File: config.mk
export PLATFORM = sky130hd
export DESIGN_NAME = led_scan_scheduler
export DESIGN_NICKNAME = d
export VERILOG_FILES = /design/src/rtl/led_scan_scheduler.sv
export SDC_FILE = /design/constraint.sdc
export NUM_CORES = 1
export LEC_CHECK = 0
export CAP_MARGIN = 20
export CORE_MARGIN = 1
export CORE_UTILIZATION = 35
export DETAILED_ROUTE_END_ITERATION = 10
export DONT_BUFFER_PORTS = 1
export HOLD_SLACK_MARGIN = 0.12
export PLACE_DENSITY = 0.48
export SLEW_MARGIN = 20
export SYNTH_ARGS = -nofsm -noshare
export SYNTH_HDL_FRONTEND = slang
export SYNTH_SLANG_ARGS = --single-unit
File: constraint.sdc
create_clock -name clk -period 4.5 [get_ports clk]
set_input_delay 1.125 -clock clk [delete_from_list [all_inputs] [get_ports clk]]
set_output_delay 1.125 -clock clk [all_outputs]
set_load 0.02 [all_outputs]
File: src/rtl/led_scan_scheduler.sv
// Multiplexed 8-digit 7-segment scanner with a double-buffered display image.
// Define LED_SCAN_DIM_PWM_EN to add the 4-bit brightness input for per-slot anode dimming.
module led_scan_scheduler #(
  parameter int unsigned DIV          = 50000,
  parameter int unsigned BLANK_CYCLES = 500
) (
  input  logic        clk,
  input  logic        rst_n,
  input  logic        load_valid,
  output logic        load_ready,
  input  logic [31:0] load_data,
  input  logic [7:0]  load_dp,
  input  logic [7:0]  load_en,
`ifdef LED_SCAN_DIM_PWM_EN
  input  logic [3:0]  brightness,
`endif
  output logic [7:0]  an,
  output logic [6:0]  seg,
  output logic        dp,
  output logic        frame_done
);

  typedef enum logic [1:0] {IDLE, DRIVE, BLANK} state_t;

  localparam logic [15:0] DRIVE_LAST = 16'(DIV - 1);
  localparam logic [15:0] BLANK_LAST = 16'(BLANK_CYCLES - 1);

  state_t      state_q, state_d;
  logic [2:0]  idx_q, idx_d;
  logic [15:0] drive_cnt_q, drive_cnt_d;
  logic [15:0] blank_cnt_q, blank_cnt_d;

  logic [31:0] pend_data_q, pend_data_d, act_data_q, act_data_d;
  logic [7:0]  pend_dp_q, pend_dp_d, act_dp_q, act_dp_d;
  logic [7:0]  pend_en_q, pend_en_d, act_en_q, act_en_d;
  logic        pend_full_q, pend_full_d;

  logic [7:0]  an_q, an_d;
  logic [6:0]  seg_q, seg_d;
  logic        dp_q, dp_d;
  logic        frame_done_q, frame_done_d;

  logic        load_fire, xfer, pwm_on;
  logic [3:0]  nibble;

  function automatic logic [6:0] hex7(input logic [3:0] n);
    case (n)
      4'h0: hex7 = 7'b1000000;
      4'h1: hex7 = 7'b1111001;
      4'h2: hex7 = 7'b0100100;
      4'h3: hex7 = 7'b0110000;
      4'h4: hex7 = 7'b0011001;
      4'h5: hex7 = 7'b0010010;
      4'h6: hex7 = 7'b0000010;
      4'h7: hex7 = 7'b1111000;
      4'h8: hex7 = 7'b0000000;
      4'h9: hex7 = 7'b0010000;
      4'hA: hex7 = 7'b0001000;
      4'hB: hex7 = 7'b0000011;
      4'hC: hex7 = 7'b1000110;
      4'hD: hex7 = 7'b0100001;
      4'hE: hex7 = 7'b0000110;
      default: hex7 = 7'b0001110;
    endcase
  endfunction

`ifdef LED_SCAN_DIM_PWM_EN
  logic [20:0] pwm_lim;
  assign pwm_lim = ((21'(brightness) + 21'd1) * 21'(DIV)) >> 4;
  assign pwm_on  = {5'b0, drive_cnt_d} < pwm_lim;
`else
  assign pwm_on  = 1'b1;
`endif

  always_comb begin
    state_d      = state_q;
    idx_d        = idx_q;
    drive_cnt_d  = drive_cnt_q;
    blank_cnt_d  = blank_cnt_q;
    pend_data_d  = pend_data_q;
    pend_dp_d    = pend_dp_q;
    pend_en_d    = pend_en_q;
    pend_full_d  = pend_full_q;
    act_data_d   = act_data_q;
    act_dp_d     = act_dp_q;
    act_en_d     = act_en_q;

    load_fire = load_valid && !pend_full_q;
    xfer      = (state_q == BLANK) && (idx_q == 3'd7) && (blank_cnt_q == BLANK_LAST);

    // load_fire needs pending empty, xfer needs it full, so the two never collide
    if (load_fire) begin
      pend_data_d = load_data;
      pend_dp_d   = load_dp;
      pend_en_d   = load_en;
      pend_full_d = 1'b1;
    end
    if (xfer && pend_full_q) begin
      act_data_d  = pend_data_q;
      act_dp_d    = pend_dp_q;
      act_en_d    = pend_en_q;
      pend_full_d = 1'b0;
    end

    case (state_q)
      IDLE: begin
        state_d     = DRIVE;
        idx_d       = 3'd0;
        drive_cnt_d = '0;
      end
      DRIVE: begin
        if (drive_cnt_q == DRIVE_LAST) begin
          state_d     = BLANK;
          blank_cnt_d = '0;
        end else begin
          drive_cnt_d = drive_cnt_q + 16'd1;
        end
      end
      BLANK: begin
        if (blank_cnt_q == BLANK_LAST) begin
          state_d     = DRIVE;
          idx_d       = idx_q + 3'd1;
          drive_cnt_d = '0;
        end else begin
          blank_cnt_d = blank_cnt_q + 16'd1;
        end
      end
      default: state_d = IDLE;
    endcase

    // Outputs are derived from next-state values so they register on the same edge as the FSM
    nibble = act_data_d[{idx_d, 2'b00} +: 4];
    an_d   = '1;
    seg_d  = '1;
    dp_d   = 1'b1;
    if (state_d == DRIVE) begin
      an_d[idx_d] = ~(act_en_d[idx_d] && pwm_on);
      seg_d       = hex7(nibble);
      dp_d        = ~act_dp_d[idx_d];
    end
    frame_done_d = (state_d == BLANK) && (idx_d == 3'd7) && (blank_cnt_d == BLANK_LAST);
  end

  always_ff @(posedge clk) begin
    if (!rst_n) begin
      state_q      <= IDLE;
      idx_q        <= '0;
      drive_cnt_q  <= '0;
      blank_cnt_q  <= '0;
      pend_data_q  <= '0;
      pend_dp_q    <= '0;
      pend_en_q    <= '0;
      pend_full_q  <= 1'b0;
      act_data_q   <= '0;
      act_dp_q     <= '0;
      act_en_q     <= '0;
      an_q         <= '1;
      seg_q        <= '1;
      dp_q         <= 1'b1;
      frame_done_q <= 1'b0;
    end else begin
      state_q      <= state_d;
      idx_q        <= idx_d;
      drive_cnt_q  <= drive_cnt_d;
      blank_cnt_q  <= blank_cnt_d;
      pend_data_q  <= pend_data_d;
      pend_dp_q    <= pend_dp_d;
      pend_en_q    <= pend_en_d;
      pend_full_q  <= pend_full_d;
      act_data_q   <= act_data_d;
      act_dp_q     <= act_dp_d;
      act_en_q     <= act_en_d;
      an_q         <= an_d;
      seg_q        <= seg_d;
      dp_q         <= dp_d;
      frame_done_q <= frame_done_d;
    end
  end

  assign load_ready = ~pend_full_q;
  assign an         = an_q;
  assign seg        = seg_q;
  assign dp         = dp_q;
  assign frame_done = frame_done_q;

endmodule

==> run_results.csv <==
group,metric,value,unit
global_route,grt.total_usage,0.180,
global_route,grt_pass1_wl,27.9,mm
synth,synth_seq_cells,151,
worst_setup_path,worstSetupStartpointType,"flop",
synth,ys_types,66,
routing,wl_per_cell,16.1,microns
worst_hold_path,min_path_cells,2,
synth,yosys_most_used_dff,"dfxtp_1",
synth,ys_seq_area_frac,0.447,
power_and_ir_drop,power_density,395,nW/um^2
worst_setup_path,path_buf_inv,2,
floorplanning,initial_utilization,0.359,
global_route,antenna_found_initial,0,
power_and_ir_drop,swShare,0.244,
synth,avgSynthCellArea,8.46,sq um
worst_setup_path,reg2reg_depth,12,
floorplanning,core,18800,sq um
routing,drt_wl_total,17.0,mm
timing,hold_viol,0,
final_layout,areaGrowthSynthToFinish,11.9,%
floorplanning,die_y,141,microns
final_layout,regArea,3020,sq um
synth,yosys.area_share.simple,0.252,
timing,fin_crit,3.94,ns
timing,tightest_slew,0.954,ns
clocking,cts_resized,0,
synth,yosys.area.top_type_share,0.447,
clocking,cts_setup_buffers,0,
routing,ant_nets,0,
power_and_ir_drop,p_int,2260,uW
power_and_ir_drop,power.clock.fraction,0.498,
worst_setup_path,end_kind,"flop",
clocking,cts_buffers,17,
worst_setup_path,worstPathCellList,"ha_1 -> nor4b_4 -> and4_1 -> mux2_2 -> nand2b_1 -> o22ai_1 -> or4_1 -> inv_1 -> ha_1 -> inv_1 -> nor4_1 -> a311oi_1",
synth,synth_fa_ha_area_frac,0.0222,
routing,post-route-drc-count,0,
place,place.gp.congestion,0.819,
global_route,grt_max_degree,90,
routing,drt_iter0_markers,410,
power_and_ir_drop,p_comb_frac,0.034,
worst_setup_path,worstPathArrival,4.25,ns
synth,synth_edf_count,0,
worst_setup_path,critPathTopFamily,"simple AND/OR/NAND/NOR gates",
timing,setup_tns,0,ns
timing,finalMaxSlewViolations,0,
clocking,hold_buffers,0,
power_and_ir_drop,leakage,0.00296,uW
final_layout,final_layout_size_suffix_gt1_frac,0.0819,
worst_setup_path,slowest_stage,"or4_1",
synth,synth_top_family_by_area,"simple AND/OR/NAND/NOR gates",
place,hpwl,12.3,mm
synth,syn_nets,862,
timing,finalCritPeriodShare,0.875,
clocking,cts-root-buf,"clkbuf_16",
worst_setup_path,path_max_fanout,10,
outcome,status,"completed",
clocking,clk_pin_slew,0.07,ns
worst_hold_path,hp-class,"reg -> reg",
clocking,htree_levels,4,
worst_setup_path,r2r-start,"blank_cnt_q[0]$_SDFF_PN0_",
power_and_ir_drop,switchingPower,730,uW
timing,finalSetupViolations,0,
clocking,insertion_delay,0.42,ns
synth,yosysWarnings,0,
worst_setup_path,regToRegSetupSlack,0.56,ns
worst_hold_path,min_from,"act_en_q[1]$_SDFF_PN0_",
timing,relSlewSlack,0.363,
power_and_ir_drop,p_seq_frac,0.468,
synth,synth_area_leaders,"dfxtp_1 45%, nand2_1 9.1%, mux2i_1 7.1%",
floorplanning,dieArea,19900,sq um
timing,skew,0.00830,ns
clocking,cts_buffer_depth,2,
synth,synth-compound-area-share,0.131,
timing,max_freq,254,MHz
global_route,grt_overflow_total,0,
worst_hold_path,min_to,"act_en_q[1]$_SDFF_PN0_",
timing,rsz0062_at_grt,"false",
routing,viasPerCell,5.21,
global_route,grt_pass1_vias,5351,
synth,synthArstFlopShare,0,
timing,fin_ws,0.565,ns
synth,synth_top_cell_by_area,"dfxtp_1",
floorplanning,std_cell_rows,50,
synth,syn-cell-area,6760,sq um
worst_setup_path,path_class,"reg -> reg",
place,place_ws,0.606,ns
synth,synth.area.mux_share,0.0883,
final_layout,fin_nets,844,
synth,syn_inst,799,
final_layout,diodes,0,
worst_setup_path,crit_required,4.82,ns
worst_setup_path,critical-path-max-stage-delay,0.65,ns
clocking,clock-sinks,151,
run,cap_violations,0,
power_and_ir_drop,peakVddDrop,0.000252,V
clocking,cts_tree,"done",
place,place.port_buffers,0,
routing,num_vias,5488,
floorplanning,ios,69,
worst_setup_path,r2r_end,"seg[3]$_SDFF_PN1_",
floorplanning,die_w,141,microns
synth,yosys.area_share.xor_xnor,0.0194,
final_layout,multi_input_area,3470,sq um
final_layout,nFillCells,1925,
routing,dr.pass1.iters,4,
-- power by group through the flow --
stage | Sequential, uW | Combinational (uW) | Clock (uW)
detailed placement | 1430 | 105 | 0
floorplan | 1420 | 82.2 | 0
CTS | 1400 | 105 | 1530
finish | 1400 | 103 | 1490
global route | 1400 | 119 | 1590
global placement | 1430 | 103 | 0
-- layout make-up --
cell class	count	share of cell area
multi-input combinational	590	0.459
timing repair buffer	8	0.00794
sequential	151	0.400
clock buffer	18	0.0581
inverter	13	0.00662
tap	260	0.0430
clock inverter	14	0.0250
-- worst max path at each step --
| stage | from | to | slack (ns) | cells past startpoint |
|---|---|---|---|---|
| after floorplan | state_q[0]$_SDFF_PN0_ | seg[0]$_SDFF_PN1_ | 0.93 | 16 |
| after global placement | blank_cnt_q[0]$_SDFF_PN0_ | seg[0]$_SDFF_PN1_ | 0.70 | 11 |
| after detailed placement | blank_cnt_q[0]$_SDFF_PN0_ | seg[3]$_SDFF_PN1_ | 0.61 | 12 |
| after CTS | blank_cnt_q[0]$_SDFF_PN0_ | seg[3]$_SDFF_PN1_ | 0.59 | 12 |
| after global routing | blank_cnt_q[0]$_SDFF_PN0_ | seg[3]$_SDFF_PN1_ | 0.29 | 11 |
| final | blank_cnt_q[0]$_SDFF_PN0_ | seg[3]$_SDFF_PN1_ | 0.56 | 12 |
-- cells in the final DEF (no fill, tap or decap), drive strengths merged, types with 5 or more instances in the layout --
cell / netlist / final
o21ai: 16 / 16
and3: 15 / 15
a21oi: 77 / 77
nor2: 80 / 80
o22ai: 15 / 15
nand3: 29 / 29
nor3: 8 / 8
mux2i: 48 / 48
buf: 19 / 8
and2: 5 / 5
inv: 13 / 17
clkinv: 0 / 5
nand4: 11 / 11
o31a: 5 / 5
mux2: 8 / 8
nand2b: 6 / 6
nand2: 165 / 165
dfxtp: 151 / 151
nor4: 10 / 10
ha: 12 / 12
o21a: 5 / 5
nor2b: 5 / 5
nor4b: 5 / 5
xor2: 14 / 14
clkbuf: 26 / 18
-- state kept, by name, summed over array words and instances (netlist names), 8 cells and up --
name         count
act_data_q      32
pend_data_q     32
blank_cnt_q     16
drive_cnt_q     16
act_dp_q         8
act_en_q         8
an               8
pend_dp_q        8
pend_en_q        8
-- synthesized netlist by cell type (all sizes together) (5+ instances only) --
cell type  instances
nor2b              5
o21a               5
dfxtp            151
buf               19
nor4b              5
clkbuf            26
ha                12
and2               5
nand4             11
nand2            165
mux2               8
nor4              10
nand3             29
inv               13
a21oi             77
mux2i             48
nand2b             6
xor2              14
o22ai             15
nor2              80
o31a               5
o21ai             16
and3              15
nor3               8
-- stage by stage --
step                total power (uW)  instances  utilization  instance area (sq um)  hold slack (ns)
global route                    3110       1054        0.401                   7560            0.475
finish                          2990       1054        0.401                   7560            0.453
floorplan                       1500        799            -                   6760            0.431
CTS                             3030       1054        0.401                   7560            0.454
detailed placement              1530       1022        0.368                   6930            0.446
global placement                1530       1022        0.368                   6930            0.438
-- cells by family after synthesis --
family                   after synthesis
AO/OA/AOI/OAI                        147
XOR/XNOR                              15
adder cells (fa/ha/maj)               12
buffers and inverters                 58
flip-flops                           151
multiplexers                          57
AND/OR/NAND/NOR                      359
-- per-layer routing --
metal,GRT usage,share of wire,vias up
met5,0,0,-
met2,0.285,0.46,134
li1,-,-,2745
met1,0.230,0.46,2575
met3,0.0452,0.046,34
met4,0.0818,0.034,0
-- worst reg2reg max path: cells and delay by family (launching register included) --
family / cells / cell delay [ns]
flops: 1 / 0.41
compound gates: 2 / 0.44
simple gates: 5 / 1.94
fa+ha+maj: 2 / 0.50
buf+inv: 2 / 0.22
mux: 1 / 0.33
Note: power is estimated with default switching activity, not from simulation.
